[src/rtl/comp_pkg.sv]
// comp_pkg: shared types for the pipelined magnitude comparator.
//   comp_mode_e   - decoded per-transaction compare mode
//   comp_result_t - one-hot compare outcome {less, equal, greater, unordered}
package comp_pkg;

    typedef enum logic [1:0] {
        CMP_UNSIGNED = 2'b00,
        CMP_SIGNED   = 2'b01,
        CMP_SIGNMAG  = 2'b10
    } comp_mode_e;

    typedef struct packed {
        logic less;
        logic equal;
        logic greater;
        logic unordered;
    } comp_result_t;

    // Raw i_mode encoding 2'b11 falls back to unsigned.
    function automatic comp_mode_e decode_mode(input logic [1:0] raw);
        case (raw)
            2'b01:   return CMP_SIGNED;
            2'b10:   return CMP_SIGNMAG;
            default: return CMP_UNSIGNED;
        endcase
    endfunction

endpackage

[src/rtl/comp_block.sv]
// comp_block: combinational leaf comparator for one BLOCK_SIZE-bit slice.
//   i_a, i_b  - slice operands (unsigned)
//   o_less    - i_a < i_b
//   o_equal   - i_a == i_b
module comp_block #(
    parameter int unsigned BLOCK_SIZE = 4
) (
    input  logic [BLOCK_SIZE-1:0] i_a,
    input  logic [BLOCK_SIZE-1:0] i_b,
    output logic                  o_less,
    output logic                  o_equal
);

    assign o_less  = (i_a < i_b);
    assign o_equal = (i_a == i_b);

endmodule

[src/rtl/comp_pipe.sv]
// comp_pipe: 2-stage pipelined magnitude comparator with valid/ready handshake.
//   Stage 1 runs NUM_BLOCK leaf compares on the magnitude bits; stage 2 reduces them
//   MSB-first and applies the unsigned / two's complement / sign-magnitude rules.
// Ports:
//   i_clk, i_rst           - clock, synchronous active-high reset
//   i_valid, o_ready       - input handshake (o_ready is the global advance)
//   i_data_a, i_data_b     - operands
//   i_mode                 - 00 unsigned, 01 signed, 10 sign-magnitude, 11 unsigned
//   o_valid, i_ready       - output handshake
//   o_less/o_equal/o_greater/o_unordered - one-hot result while o_valid
// Optional feature: define COMP_PIPE_NAN_DETECT_EN to flag NaN operands in
//   sign-magnitude mode as unordered; otherwise o_unordered is tied 0.
module comp_pipe
    import comp_pkg::*;
#(
    parameter int unsigned SIZE_DATA  = 32,
    parameter int unsigned BLOCK_SIZE = 4,
    parameter int unsigned EXP_WIDTH  = 8
) (
    input  logic                 i_clk,
    input  logic                 i_rst,
    input  logic                 i_valid,
    output logic                 o_ready,
    input  logic [SIZE_DATA-1:0] i_data_a,
    input  logic [SIZE_DATA-1:0] i_data_b,
    input  logic [1:0]           i_mode,
    output logic                 o_valid,
    input  logic                 i_ready,
    output logic                 o_less,
    output logic                 o_equal,
    output logic                 o_greater,
    output logic                 o_unordered
);

    localparam int unsigned NUM_BLOCK = SIZE_DATA / BLOCK_SIZE;

    if (SIZE_DATA % BLOCK_SIZE != 0) begin : g_bad_block
        $fatal(1, "comp_pipe: SIZE_DATA must be a multiple of BLOCK_SIZE");
    end
    if (EXP_WIDTH == 0 || EXP_WIDTH >= SIZE_DATA - 1) begin : g_bad_exp
        $fatal(1, "comp_pipe: EXP_WIDTH must leave room for sign and mantissa");
    end

    // ---------------- Stage 1 ----------------
    logic                 w_advance;
    comp_mode_e           w_mode;
    logic                 w_strip_msb;
    logic [SIZE_DATA-1:0] w_mag_a;
    logic [SIZE_DATA-1:0] w_mag_b;
    logic [NUM_BLOCK-1:0] w_blk_lt;
    logic [NUM_BLOCK-1:0] w_blk_eq;
    logic                 w_zero_a;
    logic                 w_zero_b;

    logic                 r_s1_valid;
    logic [NUM_BLOCK-1:0] r_s1_blk_lt;
    logic [NUM_BLOCK-1:0] r_s1_blk_eq;
    logic                 r_s1_sign_a;
    logic                 r_s1_sign_b;
    comp_mode_e           r_s1_mode;
    logic                 r_s1_zero_a;
    logic                 r_s1_zero_b;
    logic                 r_s1_nan_a;
    logic                 r_s1_nan_b;

    logic                 r_s2_valid;
    comp_result_t         r_res;

    assign w_advance   = ~r_s2_valid | i_ready;
    assign w_mode      = decode_mode(i_mode);
    assign w_strip_msb = (w_mode != CMP_UNSIGNED);

    // In signed modes the MSB is a sign bit and must not take part in the leaf compare.
    assign w_mag_a  = {i_data_a[SIZE_DATA-1] & ~w_strip_msb, i_data_a[SIZE_DATA-2:0]};
    assign w_mag_b  = {i_data_b[SIZE_DATA-1] & ~w_strip_msb, i_data_b[SIZE_DATA-2:0]};
    assign w_zero_a = ~|i_data_a[SIZE_DATA-2:0];
    assign w_zero_b = ~|i_data_b[SIZE_DATA-2:0];

    for (genvar g = 0; g < NUM_BLOCK; g++) begin : g_blk
        comp_block #(
            .BLOCK_SIZE (BLOCK_SIZE)
        ) u_blk (
            .i_a     (w_mag_a[g*BLOCK_SIZE +: BLOCK_SIZE]),
            .i_b     (w_mag_b[g*BLOCK_SIZE +: BLOCK_SIZE]),
            .o_less  (w_blk_lt[g]),
            .o_equal (w_blk_eq[g])
        );
    end

`ifdef COMP_PIPE_NAN_DETECT_EN
    localparam int unsigned MAN_WIDTH = SIZE_DATA - 1 - EXP_WIDTH;
    logic w_nan_a;
    logic w_nan_b;
    assign w_nan_a = (w_mode == CMP_SIGNMAG) & (&i_data_a[SIZE_DATA-2 -: EXP_WIDTH])
                     & (|i_data_a[MAN_WIDTH-1:0]);
    assign w_nan_b = (w_mode == CMP_SIGNMAG) & (&i_data_b[SIZE_DATA-2 -: EXP_WIDTH])
                     & (|i_data_b[MAN_WIDTH-1:0]);
`else
    logic w_nan_a;
    logic w_nan_b;
    assign w_nan_a = 1'b0;
    assign w_nan_b = 1'b0;
`endif

    // ---------------- Stage 2 ----------------
    logic         w_mag_lt;
    logic         w_mag_eq;
    logic         w_unord;
    comp_result_t w_res;

    always_comb begin
        // Higher blocks override lower ones, so fold from block 0 upward.
        w_mag_lt = 1'b0;
        for (int i = 0; i < NUM_BLOCK; i++) begin
            w_mag_lt = r_s1_blk_lt[i] | (r_s1_blk_eq[i] & w_mag_lt);
        end
        w_mag_eq = &r_s1_blk_eq;
    end

    always_comb begin
        w_unord       = r_s1_nan_a | r_s1_nan_b;
        w_res         = '0;
        w_res.less    = w_mag_lt;
        w_res.equal   = w_mag_eq;
        case (r_s1_mode)
            CMP_SIGNED: begin
                if (r_s1_sign_a != r_s1_sign_b) begin
                    w_res.less  = r_s1_sign_a;
                    w_res.equal = 1'b0;
                end
            end
            CMP_SIGNMAG: begin
                if (r_s1_zero_a && r_s1_zero_b) begin
                    // +0 == -0
                    w_res.less  = 1'b0;
                    w_res.equal = 1'b1;
                end else if (r_s1_sign_a != r_s1_sign_b) begin
                    w_res.less  = r_s1_sign_a;
                    w_res.equal = 1'b0;
                end else if (r_s1_sign_a) begin
                    // Both negative: larger magnitude is the smaller value.
                    w_res.less  = ~w_mag_lt & ~w_mag_eq;
                    w_res.equal = w_mag_eq;
                end
            end
            default: ;
        endcase
        if (w_unord) begin
            w_res.less  = 1'b0;
            w_res.equal = 1'b0;
        end
        w_res.unordered = w_unord;
        w_res.greater   = ~w_res.less & ~w_res.equal & ~w_unord;
    end

    always_ff @(posedge i_clk) begin
        if (i_rst) begin
            r_s1_valid <= 1'b0;
            r_s2_valid <= 1'b0;
            r_res      <= '0;
        end else if (w_advance) begin
            r_s1_valid  <= i_valid;
            r_s1_blk_lt <= w_blk_lt;
            r_s1_blk_eq <= w_blk_eq;
            r_s1_sign_a <= i_data_a[SIZE_DATA-1];
            r_s1_sign_b <= i_data_b[SIZE_DATA-1];
            r_s1_mode   <= w_mode;
            r_s1_zero_a <= w_zero_a;
            r_s1_zero_b <= w_zero_b;
            r_s1_nan_a  <= w_nan_a;
            r_s1_nan_b  <= w_nan_b;
            r_s2_valid  <= r_s1_valid;
            // Keep result outputs at zero whenever no valid result is presented.
            r_res       <= r_s1_valid ? w_res : '0;
        end
    end

    assign o_ready     = w_advance;
    assign o_valid     = r_s2_valid;
    assign o_less      = r_res.less;
    assign o_equal     = r_res.equal;
    assign o_greater   = r_res.greater;
    assign o_unordered = r_res.unordered;

endmodule

[config.mk]
export PLATFORM = sky130hd
export DESIGN_NAME = comp_pipe
export DESIGN_NICKNAME = d
export VERILOG_FILES = /design/src/rtl/comp_pkg.sv /design/src/rtl/comp_block.sv /design/src/rtl/comp_pipe.sv
export SDC_FILE = /design/constraint.sdc
export NUM_CORES = 1
export LEC_CHECK = 0
export BUFFER_PORTS_ARGS = -buffer_cell sky130_fd_sc_hd__buf_4
export CORE_ASPECT_RATIO = 0.8
export CORE_MARGIN = 2
export CORE_UTILIZATION = 45
export DETAILED_ROUTE_END_ITERATION = 8
export PLACE_DENSITY = 0.75
export SLEW_MARGIN = 20
export SYNTH_ARGS = -nofsm -noshare
export SYNTH_HDL_FRONTEND = slang
export SYNTH_SLANG_ARGS = --single-unit
[constraint.sdc]
create_clock -name i_clk -period 1.9 [get_ports i_clk]
set_input_delay 0 -clock i_clk [delete_from_list [all_inputs] [get_ports i_clk]]
set_output_delay 0 -clock i_clk [all_outputs]
set_load 0.05 [all_outputs]
======== Word-level counts from Yosys, hierarchy flattened ========
Cells that the tools add are included.
word-level totals
  input port bits ......................... 70
  register bits ........................... 28
  output and inout bits ................... 6
  word-level logic and storage cells ...... 75
operators by class
  reduce and logical (&&, ||, !) cells .... 8
  bitwise logic cells ..................... 26
  mux-type cells .......................... 7
  magnitude comparators ................... 8
  eq/ne operators ......................... 13
operators with widths
  operator            count
  $reduce_or 31->1    2
  $eq 4x4->1          8
  $lt 4x4->1          8
  $and 1x1->1         11
  $mux 2              4
  $or 1x1->1          8
  $pmux 2 s2          2
  $reduce_and 8->1    1
  $not 1->1           7
  $eq 2x1->1 const B  2
  $eq 2x2->1 const B  2
  $mux 4              1
  $logic_not 1->1     2
  $reduce_and 2->1    1
  $reduce_bool 2->1   1
  $logic_and 1x1->1   1
  $ne 1x1->1          1

======== Longest topological paths before layout ========
Gate-level depths: netlist of the first run.
  depth after elaboration ................. 23
  mapped depth ............................ 8
  depth with buffers taken out ............ 8

======== By module ========
From an unflattened synthesis of the first run, not the netlist that was laid out.
second synthesis, totals
  cells, all modules ...................... 221
  area, all modules ....................... 2,084.5 um^2
modules (own cells, without submodules)
  module      cells each  sequential area each (um^2)  times used  area an instance (um^2)
  comp_pipe   109         760.7                        1           1,263.7
  comp_block  14          0.0                          8           102.6

======== Least setup slack after synthesis of the first run ========
Ideal clock, no wire load.
  path type ............................... register to register
  from .................................... register r_s2_valid, in the netlist o_valid
  to ...................................... register r_res (netlist bit o_greater)
  setup time .............................. 0.058 ns
  stages on the path, launching flop included .. 7
  data arrival time ....................... 2.231 ns
  clock period less this slack ............ 2.289 ns
  buffers on the path ..................... 0
  slack ................................... -0.389 ns
  data required time ...................... 1.842 ns
  path through ............................ dfxtp_1 > nor2b_1 > nor2_1 > nand2_1 > nor2_1 > a22o_1 > a31o_1
between the ends
  longest elaborated chain between the ends .. 2
RTL lines
  what                    RTL line          text
  from (decl)             comp_pipe.sv:66   logic r_s2_valid;
  from (signal assigned)  comp_pipe.sv:172  r_s2_valid <= r_s1_valid;
  $not 1->1               comp_pipe.sv:69   assign w_advance = ~r_s2_valid | i_ready;
  $or 1x1->1              comp_pipe.sv:69
  to (signal assigned)    comp_pipe.sv:174  r_res <= r_s1_valid ? w_res : '0;
  to (decl)               comp_pipe.sv:67   comp_result_t r_res;
Every way passes these cells.
A chain may end at the register's enable or synchronous reset.

======== Worst setup path after layout of the first run ========
  from .................................... register r_s1_mode[0]
  to ...................................... register r_res (netlist bit o_greater)
between the ends
  longest elaborated chain between the ends .. 5
  elaborated cells between the ends (all ways) .. 7
  classes of those cells .................. 2 x eq/ne; 2 x mux; 3 x bitwise
RTL lines
  what                                             RTL line          text
  from (decl)                                      comp_pipe.sv:60   comp_mode_e r_s1_mode;
  from (signal assigned)                           comp_pipe.sv:167  r_s1_mode <= w_mode;
  $eq 2x2->1 / $eq 2x1->1 (equally long branches)  comp_pipe.sv:125  case (r_s1_mode)
  $pmux 2 s2 *                                     comp_pipe.sv:125
  $not 1->1                                        comp_pipe.sv:153  w_res.greater = ~w_res.less & ~w_res.equal & ~w_unord;
  $and 1x1->1 *                                    comp_pipe.sv:153
  $mux 4 *                                         comp_pipe.sv:174
Every way passes the cells marked *; elsewhere a longest branch is shown, timed or not.

==> impl_metrics.toml, run 1 <==
[critical_path]
crit_path_start = "r_s1_mode[0]"
crit_path_top_delay_cell = "o32ai_1"
worstSetupPathType = "flop to flop"
cp.required_ns = 2.06
cp_max_fo = 6
end_kind = "flop"
worst_setup_path_start_kind = "flop"
regToRegStartpoint = "r_s1_mode[0]"
critical_path.max_stage_delay_ns = 0.37
crit_chain = "inv_1 -> ha_1 -> o32ai_1 -> nor2_1 -> a22o_1 -> a31o_1"
cp.arrival_ns = 1.90

[placement]
io_buffers = 74
dp_hpwl_um = 4202
gp_congestion = 0.8497
place_ws_ns = 0.1959

[yosys]
synth-seq-area-share_pct = 37.53
synthArstFlopShare_pct = 0
synth_warnings = 0
syn_area_um2 = 2027
synthDistinctLibCells = 35
syn_inst = 210
syn_nets = 316
syn_avg_cell_area_um2 = 9.652
ys.flop_type = "edfxtp_1"
ys_ff_latch = 27
synth-edff-count = 22

[floorplanning]
die_w_um = 79.04
die_h_um = 64.03
rows = 21
coreArea_um2 = 4257
start_util_pct = 47.62
io_pins = 76
dieArea_um2 = 5061

[cells_and_area]
nets = 399
drive_gt1_share_pct = 30.48
diodes = 0
area_growth_pct = 35.68
final_common_cell = "buf_4"
reg_top3 = "r_s1_blk_eq x8, r_s1_blk_lt x8, r_s1_mode x2"
mostFrequentLayoutCells = "buf_4, inv_1, ha_1"

[route]
vias = 1806
drt-pass1-iter-count = 4
routed_wl_um = 4635
wire_per_inst_um = 13.28
drt-initial-drc-count = 76
via_per_inst = 5.175
drcViolationCount = 0
drtAntennaViolNets = 0

[clocking]
htreeDepth = 1
cts.clk_slew.worst_paths_ns = 0.09
clockBufferDepth = 2
postCtsResizedCells = 0
cts_num_sinks = 27
cts_tree = "built"
clock_latency_ns = 0.27
cts_made_buffers = 3
root_buffer = "clkbuf_8"

[status]
outcome = "finished, final reports clean"

[timing]
rsz0062_at_grt = "false"
finalMaxSlewViolations = 0
finalWorstSetupSlack_ns = 0.1621
post-route-period-util_pct = 91.47
finalHoldViolations = 0
fmax_mhz = 575.4
setup_tns_ns = 0
setup_viol = 0
fin_worst_skew_ns = 0.004911
min_period_ns = 1.738

[grt]
grt_pass1_wl_um = 7721
grt_use_total_pct = 19.28
grt_max_degree = 23
grt_remaining_overflow = 0
antenna_found_initial = 0
grt_pass1_vias = 1768

[hold_path]
min-delay-start = "i_mode[1]"
min_path_type = "primary input to flop"

[power]
ir_drop_v = 0.0002849
power.leakage_uw = 0.001351
p_per_area_nw_per_um2 = 521.2

[flow_run]
maxCapViolCount = 0
-- cell usage after synthesis (2+ instances only) --
| master | instances | area [µm²] |
|---|---|---|
| nand4_1 | 4 | 25.02 |
| a21oi_1 | 13 | 65.06 |
| and2_1 | 2 | 12.51 |
| edfxtp_1 | 22 | 660.6 |
| and4_1 | 9 | 78.83 |
| nand2b_1 | 8 | 50.05 |
| nand2_1 | 9 | 33.78 |
| nor3_1 | 2 | 10.01 |
| nor4_1 | 14 | 87.58 |
| ha_1 | 36 | 450.4 |
| o21ai_0 | 8 | 40.04 |
| nand3_1 | 3 | 15.01 |
| nor2b_1 | 9 | 56.30 |
| inv_1 | 38 | 142.6 |
| a21o_1 | 2 | 15.01 |
| dfxtp_1 | 5 | 100.1 |
| nor2_1 | 8 | 30.03 |
-- power breakdown --
group | leakage (µW) | internal, µW | switching, µW
logic | 0.00107 | 214 | 194
registers | 0.000260 | 688 | 18.5
clock network | 0.0000217 | 149 | 170
total | 0.00135 | 1050 | 383
-- final timing paths --
path / endpoint / slack, ns / cells after the start
worst max-delay path: o_greater / 0.16 / 6
worst min-delay path: r_s1_mode[1] / 0.05 / 2
worst max register to register: o_greater / 0.16 / 6
worst min register to register: o_less / 0.46 / 2
-- critical path, delay by kind of cell, from the launching register on --
kind            cells  cell delay (ns)
compound gates      3             0.75
simple gates        1             0.10
flops               1             0.36
buf+inv             1             0.05
fa+ha+maj           1             0.36
-- cell type report --
type	count	area [µm²]
Tap cell	57	71.32
Clock buffer	3	41.29
Inverter	38	142.6
Multi-Input combinational cell	144	1124
Clock inverter	1	7.507
Sequential cell	27	760.7
Timing Repair Buffer	79	603.1
Fill cell	377	1506
-- cell families after synthesis --
family                   after synthesis  synth area share (%)
XOR/XNOR                               1                0.4322
other                                  1                0.1850
adder cells (fa/ha/maj)               37                 22.78
flip-flops                            27                 37.53
AND/OR/NAND/NOR                       71                 20.68
AO/OA/AOI/OAI                         34                 10.99
buffers and inverters                 39                 7.408
-- stage by stage --
step	hold WS, ns	cells	cell area, µm²	util [%]	power (µW)
detailed placement	0.1870	341	2661	62.52	1122
finish	0.04510	349	2750	64.61	1433
global route	0.06180	349	2750	64.61	1520
CTS	0.03858	349	2750	64.61	1446
global placement	0.1903	341	2661	62.52	1110
floorplan	0.06907	210	2034	-	921.8
-- metal layers --
metal | vias up | routed length [µm] | GRT usage [%]
met3 | 7 | 280 | 2.542
met4 | 0 | 59 | 5.172
met2 | 70 | 2041 | 30.93
met5 | - | 0 | 0
met1 | 809 | 2254 | 27.49
li1 | 920 | - | -
-- timing repair --
item / in CTS / in global routing
hold endpoints to repair: 5 / 0
setup buffers: 0 / 0
hold buffers: 4 / 0
Power figures use the tool's default switching activity.
==> run 2: changes to the inputs <==
- BUFFER_PORTS_ARGS: -buffer_cell sky130_fd_sc_hd__buf_4 -> default
- CORE_UTILIZATION: 45 -> 57
- DONT_BUFFER_PORTS: default -> 1
- GPL_ROUTABILITY_DRIVEN: default -> 1
- PLACE_DENSITY: 0.75 -> 0.73
==> run 2 against run 1 <==
  * Clock power grew 3%
  * Setup slack improved by 0.038 ns
  * Clock skew grew 0.0042 ns
  * Hold slack got worse by 0.032 ns
  * Critical path depth is 1 higher
  * Combinational power shrank 33%
  * Non-clock buffer count fell by 66
  * First-iteration DRC count fell by 9.2%
  * Fmax is 2.2% higher
  * Clock-buffer cell count stayed put
  * Routed wire length down 7.5%
  * Critical endpoint unchanged
  * Largest cell class unchanged
==> impl_metrics.toml, run 2 (same netlist as run 1, synthesis figures left out) <==
[placement]
io_buffers = 0
dp_hpwl_um = 3661
gp_congestion = 0.7865
place_ws_ns = 0.1595

[critical_path]
cp_max_fo = 3
crit_path_top_delay_cell = "edfxtp_1"
cp.arrival_ns = 1.93
worst_setup_path_start_kind = "flop"
cp_top_family = "compound AO/OA/AOI/OAI gates"
critical_path.max_stage_delay_ns = 0.41
end_kind = "flop"
crit_chain = "ha_1 -> or2_2 -> a21oi_1 -> o32ai_2 -> nor2_1 -> a22o_1 -> a31o_1"
cp.required_ns = 2.13
worstSetupPathType = "flop to flop"
worst-path-buf-inv = 0

[timing]
setup_tns_ns = 0
finalWorstSetupSlack_ns = 0.1996
finalHoldViolations = 0
finalMaxSlewViolations = 0
maxSlewHeadroom_pct = 66.35
fmax_mhz = 588.1
min_period_ns = 1.700
fin_worst_skew_ns = 0.009083
rsz0062_at_grt = "false"
post-route-period-util_pct = 89.49
setup_viol = 0
worst_pin_slew_ns = 0.5040

[clocking]
clockBufferDepth = 2
htreeDepth = 1
cts_made_buffers = 3
cts_num_sinks = 27
clock_latency_ns = 0.28
cts.clk_slew.worst_paths_ns = 0.10
cts_tree = "built"
root_buffer = "clkbuf_8"

[cells_and_area]
fill_cells = 284
reg_top3 = "r_s1_blk_eq x8, r_s1_blk_lt x8, r_s1_mode x2"
drive_gt1_share_pct = 7.965
mostFrequentLayoutCells = "inv_1, ha_1, edfxtp_1"
final_common_cell = "inv_1"
nets = 333
diodes = 0
area_growth_pct = 11.30

[route]
wire_per_inst_um = 15.99
wl_met1_um = 1764
drtAntennaViolNets = 0
drt-initial-drc-count = 69
wl_met2_um = 2138
via_per_inst = 5.869
routed_wl_um = 4286
drcViolationCount = 0
topRoutingLayerUsed = "met4"
wl_met3_um = 279
drt-pass1-iter-count = 4
vias = 1573

[floorplanning]
io_pins = 76
start_util_pct = 59.21
coreArea_um2 = 3423
die_w_um = 70.67
rows = 19
dieArea_um2 = 4052
die_h_um = 57.34

[grt]
grt_pass1_wl_um = 7120
grt_remaining_overflow = 0
antenna_found_initial = 0
grt_use_total_pct = 22.49
grt_pass1_vias = 1698
grt_max_degree = 19

[power]
p_per_area_nw_per_um2 = 583.5
ir_drop_v = 0.0003853
power.leakage_uw = 0.001040

[status]
outcome = "finished, final reports clean"

[flow_run]
maxCapViolCount = 0

[hold_path]
min_path_type = "primary input to flop"
-- run 2: path summary, 6_finish.rpt --
path,depth (start not counted),start,to,slack (ns)
min reg2reg,2,r_s1_valid,o_equal,0.53
min,3,i_data_a[29],r_s1_zero_a,0.01
max,7,r_s1_mode[1],o_greater,0.20
max reg2reg,7,r_s1_mode[1],o_greater,0.20
-- run 2: report_power, final --
part	internal, µW	switching (µW)	total (µW)
registers	688	27.0	715
logic	130	144	274
clock network	147	180	327
total	965	351	1320
-- run 2: repair_timing --
item	4_1_cts	5_1_grt
setup buffers	0	0
hold endpoints to repair	13	0
gates resized for setup	0	1
hold buffers	10	0
endpoints found under the setup margin	0	1
-- run 2: tightest hold or removal path, stage by stage --
cell and delay [ns]:
nor4_1 0.03, nand4_1 0.07, nor2_1 0.04
-- run 2: per-stage QoR --
stage	std cells	hold WS, ns	util (%)	total power, µW	instance area (µm²)
2_1_floorplan	210	0.06907	-	921.8	2034
3_3_place_gp	254	0.07108	61.40	961.9	2102
3_5_place_dp	254	0.07526	61.40	981.4	2102
4_1_cts	268	0.007175	65.68	1326	2248
5_1_grt	268	0.01063	65.90	1389	2256
6_report	268	0.01277	65.90	1316	2256
-- run 2: final cells by class --
cell class	instances	area [µm²]	area share, %
Clock buffer	3	41.29	1.830
Clock inverter	1	5.005	0.2219
Inverter	38	142.6	6.323
Multi-Input combinational cell	144	1131	50.14
Sequential cell	27	760.7	33.72
Tap cell	42	52.55	2.329
Timing Repair Buffer	13	122.6	5.435
-- run 2: per-layer routing --
metal  track usage (%)  up-vias
li1                  -      785
met2             40.70       58
met3             4.594        8
met4             10.51        0
met5                 0        -
met1             25.77      722
==> run 3: changes to the inputs <==
- RECOVER_POWER: default -> 50
==> run 3 against run 2 <==
  * Register-to-register slack lost 0.04 ns
  * Cell count did not move
  * Hold slack better by 0.0014 ns
  * Flip-flop and latch count unchanged
  * Critical path depth stayed put
  * Combinational power about the same
  * Clock power barely moved
  * Final area decreased by 0.50%
  * Total power down 0.34%
  * Largest cell class unchanged
  * Largest power group unchanged
  * Highest routed layer unchanged
==> impl_metrics.toml, run 3 (same netlist as run 1, synthesis figures left out) <==
[timing]
finalHoldViolations = 0
rsz0062_at_grt = "false"
fin_worst_skew_ns = 0.009719
setup_viol = 0
finalMaxSlewViolations = 0
maxSlewHeadroom_pct = 60.71
worst_pin_slew_ns = 0.5919
setup_tns_ns = 0
min_period_ns = 1.744
fmax_mhz = 573.4
post-route-period-util_pct = 91.79

[floorplanning]
rows = 19
start_util_pct = 59.21
die_h_um = 57.34
dieArea_um2 = 4052
die_w_um = 70.67
coreArea_um2 = 3423
io_pins = 76

[critical_path]
ff2ff_setup_slack_ns = 0.16
regToRegStartpoint = "r_s1_mode[1]"
cp_max_fo = 3
reg2regPathDepth = 7
r2r_end = "o_greater"
cp.arrival_ns = 1.97
end_kind = "flop"
worst_setup_path_start_kind = "flop"
worstSetupPathType = "flop to flop"
cp.required_ns = 2.13

[power]
power.leakage_uw = 0.001035
ir_drop_v = 0.0003823
finalPower_uw = 1312
p_per_area_nw_per_um2 = 584.5

[hold_path]
min_path_type = "primary input to flop"
holdPathEnd = "r_s1_zero_a"
hold-path-cell-count = 3
min-delay-start = "i_data_a[29]"

[cells_and_area]
nets = 333
reg_top3 = "r_s1_blk_eq x8, r_s1_blk_lt x8, r_s1_mode x2"
utilization_pct = 65.57
area_growth_pct = 10.74
mostFrequentLayoutCells = "inv_1, ha_1, edfxtp_1"
fill_cells = 286
area.sequential_um2 = 760.7
diodes = 0
multiInputGateArea_um2 = 1124
finalInstanceArea_um2 = 2245
drive_gt1_share_pct = 7.080
final_common_cell = "inv_1"
layoutNonFillerInstCount = 268

[clocking]
htreeDepth = 1
root_buffer = "clkbuf_8"
cts_num_sinks = 27
cts_made_buffers = 3
clock_latency_ns = 0.27
clockBufferDepth = 2
cts_tree = "built"
cts.clk_slew.worst_paths_ns = 0.10

[route]
routed_wl_um = 4285
drcViolationCount = 0
drt-initial-drc-count = 71
via_per_inst = 5.903
drt-pass1-iter-count = 4
drtAntennaViolNets = 0
wire_per_inst_um = 15.99
vias = 1582

[placement]
dp_hpwl_um = 3661
dpl_cell_area_um2 = 2102
dp_cells = 254
gp_congestion = 0.7865
io_buffers = 0

[grt]
antenna_found_initial = 0
grt_max_degree = 19
grt_remaining_overflow = 0
grt_pass1_vias = 1698
grt_use_total_pct = 22.49
grt_pass1_wl_um = 7120

[status]
outcome = "finished, final reports clean"

[flow_run]
maxCapViolCount = 0
[run 3: worst max path at each step]
| stage | startpoint | to | slack [ns] | cells past startpoint |
|---|---|---|---|---|
| after floorplan | o_valid | o_greater | 0.07 | 6 |
| after global placement | r_s1_mode[0] | o_greater | 0.28 | 6 |
| after detailed placement | r_s1_mode[1] | o_greater | 0.16 | 5 |
| after CTS | r_s1_mode[1] | o_greater | 0.13 | 5 |
| after global routing | r_s1_mode[1] | o_greater | 0.08 | 7 |
| final | r_s1_mode[1] | o_greater | 0.16 | 7 |
[run 3: per-stage QoR]
stage,setup slack (ns),hold WS [ns]
floorplan,0.07347,0.06907
global placement,0.2799,0.07108
detailed placement,0.1595,0.07526
CTS,0.1341,0.007175
global route,0.07754,0.01063
finish,0.1559,0.01418
[run 3: cell type report]
class                           instances  share of cell area (%)
Clock buffer                            3                   1.839
Inverter                               38                   6.355
Multi-Input combinational cell        144                   50.06
Timing Repair Buffer                   13                   5.295
Tap cell                               42                   2.341
Sequential cell                        27                   33.89
Clock inverter                          1                  0.2230
[run 3: critical path: stages (launching register included)]
cell,delay (ns)
edfxtp_1,0.41
ha_1,0.24
or2_2,0.31
a21oi_1,0.20
o32ai_2,0.13
nor2_1,0.15
a22o_1,0.16
a31o_1,0.09
[run 3: power by group]
part / leakage, µW / total [µW] / internal [µW] / switching (µW)
Sequential: 0.000260 / 715 / 688 / 27.1
Combinational: 0.000749 / 271 / 128 / 143
Clock: 0.0000255 / 326 / 147 / 179
Total: 0.00103 / 1310 / 963 / 348
[run 3: per-layer routing]
layer	part of all wire, %	vias up	wire length (µm)	track usage, %
li1	-	786	-	-
met1	41	727	1772	25.77
met2	50	61	2125	40.70
met3	6.6	8	283	4.594
met4	2.4	0	104	10.51
met5	0	-	0	0
[run 3: repair_timing]
| action | in CTS | in global routing |
|---|---|---|
| hold buffers | 10 | 0 |
| buffers inserted | 0 | 0 |
| gates resized for setup | 0 | 1 |
| endpoints found under the setup margin | 0 | 1 |
| hold endpoints to repair | 13 | 0 |
